`src/rtl/m_seq_pkg.sv`:
```
`timescale 1ns/1ps
// -----------------------------------------------------------------------------
// m_seq_pkg
// Shared constants for the m-sequence code generator and its neighbours.
//   MIN_ORDER / MAX_ORDER : supported LFSR lengths.
//   SYMBOL_CLK_DIV        : default clk cycles per code bit (50 MHz -> 1 kbit/s),
//                           shared with the modulator stages.
//   tap_mask(order)       : Fibonacci feedback taps for a maximal-length LFSR,
//                           bit k-1 set for polynomial tap k.
// -----------------------------------------------------------------------------
package m_seq_pkg;

   localparam int MIN_ORDER      = 3;
   localparam int MAX_ORDER      = 10;
   localparam int SYMBOL_CLK_DIV = 50000;

   function automatic logic [MAX_ORDER-1:0] tap_mask(input int order);
      case (order)
         3:       tap_mask = 10'h006;   // {3,2}
         4:       tap_mask = 10'h00C;   // {4,3}
         5:       tap_mask = 10'h014;   // {5,3}
         6:       tap_mask = 10'h030;   // {6,5}
         7:       tap_mask = 10'h060;   // {7,6}
         8:       tap_mask = 10'h0B8;   // {8,6,5,4}
         9:       tap_mask = 10'h110;   // {9,5}
         10:      tap_mask = 10'h240;   // {10,7}
         default: tap_mask = '0;
      endcase
   endfunction

endpackage

```
`src/rtl/m_seq_code_gen_clk_en_div.sv`:
```
`timescale 1ns/1ps
// -----------------------------------------------------------------------------
// clk_en_div
// Symbol-rate clock-enable divider. Counts enabled clk cycles 0..CLK_DIV-1 and
// raises tick combinationally in the last enabled cycle of each period, so the
// consumer acts on the same edge that wraps the counter.
//   clk   : system clock
//   rst_n : asynchronous active-low reset (counter -> 0)
//   en    : count enable; the count holds while low
//   clr   : synchronous clear, wins over en and suppresses tick
//   tick  : one-cycle enable for the symbol-rate logic
// -----------------------------------------------------------------------------
module clk_en_div #(
   parameter int CLK_DIV = 50000
) (
   input  logic clk,
   input  logic rst_n,
   input  logic en,
   input  logic clr,
   output logic tick
);

   localparam int            CW   = (CLK_DIV > 1) ? $clog2(CLK_DIV) : 1;
   localparam logic [CW-1:0] LAST = CW'(CLK_DIV - 1);

   logic [CW-1:0] div_cnt;

   assign tick = en & ~clr & (div_cnt == LAST);

   always_ff @(posedge clk or negedge rst_n) begin
      if (!rst_n) begin
         div_cnt <= '0;
      end else if (clr) begin
         div_cnt <= '0;
      end else if (en) begin
         if (div_cnt == LAST) div_cnt <= '0;
         else                 div_cnt <= div_cnt + 1'b1;
      end
   end

endmodule

```
`src/rtl/m_seq_code_gen.sv`:
```
`timescale 1ns/1ps
// -----------------------------------------------------------------------------
// m_seq_code_gen
// Serial m-sequence (PN) code source for the ASK modulator. A Fibonacci LFSR
// advances once per symbol period set by clk_en_div.
// Build option: define M_SEQ_DIFF_CODE_EN to differentially encode the output
// (running XOR of the raw LFSR bits, 0 after reset/load) for a DPSK stage.
// Ports:
//   clk, rst_n      : clock, asynchronous active-low reset
//   en              : run enable for divider and LFSR
//   load, seed_in   : synchronous seed load (zero seed becomes all-ones)
//   m_ser_code_out  : registered serial code bit
//   bit_strobe      : one-cycle pulse on each shift
//   frame_sync      : bit_strobe on the first bit of each sequence period
//   lfsr_state      : current LFSR register
// -----------------------------------------------------------------------------
module m_seq_code_gen
   import m_seq_pkg::*;
#(
   parameter int                    CLK_DIV    = SYMBOL_CLK_DIV,
   parameter int                    LFSR_ORDER = 7,
   parameter logic [LFSR_ORDER-1:0] SEED       = '1
) (
   input  logic                  clk,
   input  logic                  rst_n,
   input  logic                  en,
   input  logic                  load,
   input  logic [LFSR_ORDER-1:0] seed_in,
   output logic                  m_ser_code_out,
   output logic                  bit_strobe,
   output logic                  frame_sync,
   output logic [LFSR_ORDER-1:0] lfsr_state
);

   localparam int                   N           = LFSR_ORDER;
   localparam logic [MAX_ORDER-1:0] TAPS_FULL   = tap_mask(N);
   localparam logic [N-1:0]         TAPS        = TAPS_FULL[N-1:0];
   // Period counter runs 0..2^N-2, one count per bit of the sequence.
   localparam logic [N-1:0]         PERIOD_LAST = N'((1 << N) - 2);

   logic         tick;
   logic [N-1:0] state;
   logic [N-1:0] next_state;
   logic [N-1:0] load_val;
   logic [N-1:0] period_cnt;
   logic [N-1:0] period_nxt;
   logic         code_shift;
   logic         code_load;

   clk_en_div #(
      .CLK_DIV (CLK_DIV)
   ) u_clk_en_div (
      .clk   (clk),
      .rst_n (rst_n),
      .en    (en),
      .clr   (load),
      .tick  (tick)
   );

`ifdef M_SEQ_DIFF_CODE_EN
   localparam logic RST_CODE = 1'b0;
`else
   localparam logic RST_CODE = SEED[N-1];
`endif

   always_comb begin
      // All-zero is the LFSR's dead state; jump out to all-ones.
      if (state == '0) next_state = '1;
      else             next_state = {state[N-2:0], ^(state & TAPS)};

      load_val   = (seed_in == '0) ? '1 : seed_in;
      period_nxt = (period_cnt == PERIOD_LAST) ? '0 : period_cnt + 1'b1;

`ifdef M_SEQ_DIFF_CODE_EN
      // The output register doubles as the differential history bit.
      code_shift = m_ser_code_out ^ next_state[N-1];
      code_load  = 1'b0;
`else
      code_shift = next_state[N-1];
      code_load  = load_val[N-1];
`endif
   end

   always_ff @(posedge clk or negedge rst_n) begin
      if (!rst_n) begin
         state          <= SEED;
         m_ser_code_out <= RST_CODE;
         period_cnt     <= '0;
         bit_strobe     <= 1'b0;
         frame_sync     <= 1'b0;
      end else if (load) begin
         state          <= load_val;
         m_ser_code_out <= code_load;
         period_cnt     <= '0;
         bit_strobe     <= 1'b0;
         frame_sync     <= 1'b0;
      end else if (tick) begin
         state          <= next_state;
         m_ser_code_out <= code_shift;
         period_cnt     <= period_nxt;
         bit_strobe     <= 1'b1;
         frame_sync     <= (period_nxt == '0);
      end else begin
         bit_strobe     <= 1'b0;
         frame_sync     <= 1'b0;
      end
   end

   assign lfsr_state = state;

endmodule

```
`config.mk`:
```
export PLATFORM = sky130hd
export DESIGN_NAME = m_seq_code_gen
export DESIGN_NICKNAME = d
export VERILOG_FILES = /design/src/rtl/m_seq_pkg.sv /design/src/rtl/m_seq_code_gen_clk_en_div.sv /design/src/rtl/m_seq_code_gen.sv
export SDC_FILE = /design/constraint.sdc
export NUM_CORES = 1
export LEC_CHECK = 0
export ABC_AREA = 1
export CORE_ASPECT_RATIO = 0.8
export CORE_MARGIN = 4
export CORE_UTILIZATION = 45
export CTS_CLUSTER_SIZE = 8
export DETAILED_ROUTE_END_ITERATION = 7
export PLACE_DENSITY = 0.72
export SLEW_MARGIN = 10
export SYNTH_ARGS = -nofsm -noshare
export SYNTH_HDL_FRONTEND = slang
export SYNTH_SLANG_ARGS = --single-unit
```
`constraint.sdc`:
```
create_clock -name clk -period 1.9 [get_ports clk]
set_input_delay 0.19 -clock clk [delete_from_list [all_inputs] [get_ports clk]]
set_output_delay 0.19 -clock clk [all_outputs]
set_load 0.05 [all_outputs]
```
======== Word-level counts from Yosys, hierarchy flattened ========
Index checks and enable logic that the tools add are counted.
operators by class
  $add $sub $neg .......................... 2
  multiply operators ...................... 0
  div/mod/pow operators ................... 0
  $lt $le $gt $ge ......................... 0
  eq/ne operators ......................... 2
  shifts and indexed selects .............. 0
  mux-type cells .......................... 16
  bitwise gates (word level) .............. 3
  reduce and logical (&&, ||, !) cells .... 6
operators with widths
  cell                   number
  $mux 7                 7
  $mux 16                3
  $logic_not 7->1        3
  $add 16x1->16 const B  1
  $eq 16x16->1 const B   1
  $add 7x1->7 const B    1
  $eq 7x7->1 const B     1
  $reduce_xor 7->1       1
  $mux 1                 6
  $reduce_bool 2->1      2
  $and 1x1->1            2
  $not 1->1              1
storage, ports and cells
  register bits ........................... 33
  bits in latches ......................... 0
  bits in writable memories ............... 0
  ROM bits ................................ 0
  input bits .............................. 11
  output and inout bits ................... 10
  word-level logic and storage cells ...... 35
  memories kept ........................... 0

======== Logic depth before layout (Yosys ltp) ========
  depth after elaboration ................. 5
  gate-level depth with buffers ........... 10
  mapped depth without buffers ............ 10

======== Modules after synthesis ========
A second synthesis with hierarchy kept.
unflattened totals
  cells, all modules ...................... 272
  area, all modules ....................... 1970.6 µm²
by module, submodules not included
  module          instances  cells each  area an instance (µm²)
  clk_en_div      1          142         988.4
  m_seq_code_gen  1          130         982.2

======== Worst setup path before layout ========
OpenSTA, ideal clock, no wires.
  path type ............................... register to register
  start ................................... register state[5] (netlist: lfsr_state[5])
  end ..................................... register m_ser_code_out
  library setup time ...................... 76 ps
  arrival time ............................ 1339 ps
  path slack .............................. 486 ps
  stages on the path, launching flop included .. 8
  path buffers ............................ 0
  period minus slack after synthesis ...... 1414 ps
  cells stage by stage .................... dfstp_2 > nor2_1 > nand2_1 > and2b_1 > o21ai_0 > nand2_1 > nand2_1 > nand2_1
on the way
  word-level cells in the longest chain between the ends .. 4
ends and longest elaborated chain
  what                    line                  source
  from (decl)             m_seq_code_gen.sv:42  logic [N-1:0] state;
  from (signal assigned)  m_seq_code_gen.sv:92  state <= load_val;
  from (signal assigned)  m_seq_code_gen.sv:98  state <= next_state;
  $logic_not 7->1         m_seq_code_gen.sv:68  if (state == '0) next_state = '1;
  $mux 7 (*)              m_seq_code_gen.sv:68
  $mux 1 (*)              m_seq_code_gen.sv:97  end else if (tick) begin
  $mux 1 (*)              m_seq_code_gen.sv:91  end else if (load) begin
  to (signal assigned)    m_seq_code_gen.sv:93  m_ser_code_out <= code_load;
  to (signal assigned)    m_seq_code_gen.sv:99  m_ser_code_out <= code_shift;
  to (decl)               m_seq_code_gen.sv:29  output logic m_ser_code_out,
Every way passes the cells marked *; elsewhere a longest branch is shown, timed or not. The select of a mux whose other input is x is not followed.
A chain may end at the register's enable or synchronous reset.

======== Worst setup path after layout ========
  start ................................... register state[1] (netlist: lfsr_state[1])
  end ..................................... output lfsr_state[1]
RTL lines
  what       line                  source
  to (decl)  m_seq_code_gen.sv:32  output logic [LFSR_ORDER-1:0] lfsr_state
No word-level cell between the ends.

==> results.json <==
{
  "rows": 20,
  "setup_slack_ns": 0.06565,
  "postRouteAntennaNets": 0,
  "cts_sinks": 32,
  "crit_chain": "clkdlybuf4s50_1",
  "cp.arrival_ns": 1.64,
  "synth-edff-count": 0,
  "worst_slew_pin_slew_ns": 0.4937,
  "wirelength_mm": 4.218,
  "maxCapViolations": 0,
  "hold_viol": 0,
  "crit_path_start": "lfsr_state[1]$_DFFE_PN1P_",
  "root_buffer": "clkbuf_8",
  "antenna_found_initial": 0,
  "synth_ff_type": "dfrtp_1",
  "whs_ns": 0.3058,
  "vias": 1771,
  "layout-drive-gt1-share_pct": 12.20,
  "dp_cells": 334,
  "htree_num_levels": 2,
  "die_h_um": 66.55,
  "fin_skew_ns": 0.01006,
  "worst_setup_path_start_kind": "flop",
  "final_cells": 342,
  "final_common_cell": "nand2_1",
  "crit_fanout": 4,
  "cts_resized": 0,
  "grt_overflow": 0,
  "clk_pin_slew_ns": 0.06,
  "power_mw": 1.514,
  "synth.avg_cell_area_um2": 7.416,
  "routedWlPerCell_um": 12.33,
  "dr.first_iter.drc_count": 71,
  "syn_inst": 260,
  "cts_hold_buf": 0,
  "synth_warnings": 0,
  "finalCritPeriodShare_pct": 96.54,
  "dp_slack_ns": 0.2703,
  "cts_buffer_depth": 2,
  "critical_path_class": "reg2out",
  "io_buffers": 20,
  "cp_top_family": "buffers and inverters",
  "setup_tns_ns": 0,
  "firstDrtPassIters": 4,
  "viasPerCell": 5.178,
  "peakVddDrop_mv": 0.4218,
  "grt_start_max_net_pins": 33,
  "dieArea_um2": 5402,
  "n_antenna_cell": 0,
  "netlist_area_um2": 1928,
  "status": "complete, no violations",
  "r2r_start": "period_cnt[0]$_DFFE_PN0P_",
  "ys_types": 32,
  "max-slew-margin-rel_pct": 66.98,
  "fin_nets": 300,
  "numCtsBuffers": 5,
  "post-cts-setup-buffer-count": 0,
  "power.leakage_nw": 1.023,
  "crit_path_top_delay_cell": "clkdlybuf4s50_1",
  "grt_use_total_pct": 18.28,
  "syn-num-nets": 274,
  "rsz0062_at_grt": "no",
  "required_ns": 1.71,
  "grt_pass1_wl_mm": 7.562,
  "start_util_pct": 48.77,
  "final_cell_mix": "75 x nand2_1, 27 x o21ai_0, 25 x inv_1, 25 x nor2_1, 25 x dfrtp_1",
  "clk_latency_ns": 0.29,
  "core_um2": 3954,
  "fin_area_um2": 2267,
  "gp_congestion": 0.8375,
  "cp-end-kind": "output pin",
  "fillers": 384,
  "seqCellArea_um2": 809.5,
  "setup_violations": 0,
  "slew_viol_final": 0,
  "synth_async_sr_flop_share_pct": 100.0,
  "die_x_um": 81.19,
  "grt_pass1_vias": 1656,
  "placed_area_um2": 2177,
  "area_growth_syn_to_layout_pct": 17.59,
  "seq_area_frac_synth_pct": 41.99,
  "ios": 21,
  "cts_tree": "built",
  "cp.buffers_inverters": 1,
  "dpl.hpwl_mm": 3.136,
  "max_freq_mhz": 545.2,
  "hp-class": "in2async",
  "drc_errors": 0,
  "powerDensity_nw_per_um2": 667.9,
  "fin_crit_ns": 1.834,
  "post-route-util_pct": 57.34,
  "synth_seq_cells": 32,
  "cp_slowest_stage_delay_ns": 0.80,
  "multiInputGateArea_um2": 983.4
}
==> flip-flops by register name (all words and copies together), names as in the netlist <==
register / count
u_clk_en_div.div_cnt: 16
period_cnt: 7
lfsr_state: 6
bit_strobe: 1
frame_sync: 1
m_ser_code_out: 1
==> report_power, final <==
part           total (mW)  internal, mW  switching (mW)
combinational       0.232        0.0789           0.153
clock               0.541         0.295           0.245
sequential          0.742         0.716          0.0254
total                1.51          1.09           0.424
==> path summary, 6_finish.rpt <==
check                      slack, ns  depth (start not counted)                        end
max                             0.07                          1              lfsr_state[1]
min                             0.31                          2  period_cnt[1]$_DFFE_PN0P_
max reg2reg                     0.33                         10       frame_sync$_DFF_PN0_
min reg2reg                     0.50                          2  lfsr_state[0]$_DFFE_PN1P_
max in group asynchronous       1.27                          2  lfsr_state[4]$_DFFE_PN1P_
min in group clk                0.50                          2  lfsr_state[0]$_DFFE_PN1P_
==> cells in the mapped netlist (3+ instances only) <==
| cell type | count | area share, % |
|---|---|---|
| ha_1 | 3 | 1.9 |
| nor2_1 | 25 | 4.9 |
| o22ai_1 | 5 | 1.6 |
| o21ai_1 | 3 | 0.78 |
| nor2_2 | 4 | 1.3 |
| dfrtp_1 | 25 | 32 |
| o21ai_0 | 27 | 7.0 |
| nand2_1 | 75 | 15 |
| xor2_1 | 5 | 2.3 |
| nand4_1 | 6 | 1.9 |
| dfstp_2 | 7 | 9.5 |
| inv_1 | 25 | 4.9 |
| nand3_1 | 24 | 6.2 |
| nor3_1 | 5 | 1.3 |
==> area by class of cell <==
class,count,area share (%)
inverter,29,5.077
clock buffer,8,3.974
tap,55,3.035
multi-input combinational,196,43.38
sequential,32,35.71
timing repair buffer,22,8.830
==> metal layers <==
metal	share of wire, %	vias to the layer above	track usage (%)
li1	-	897	-
met1	52	831	26.90
met2	42	41	25.72
met3	5.6	2	5.811
met4	0.62	0	4.430
met5	0	-	0
==> kinds of logic (layout without fill, tap and decap cells) <==
logic type	after synthesis	count (layout)	share of synthesized area [%]
AND/OR/NAND/NOR	148	148	35.50
AO/OA/AOI/OAI	39	39	10.84
flip-flops	32	32	41.99
buffers and inverters	32	59	7.007
XOR/XNOR	6	6	2.725
adder cells (fa/ha/maj)	3	3	1.947
(Power assumes the default switching activity.)
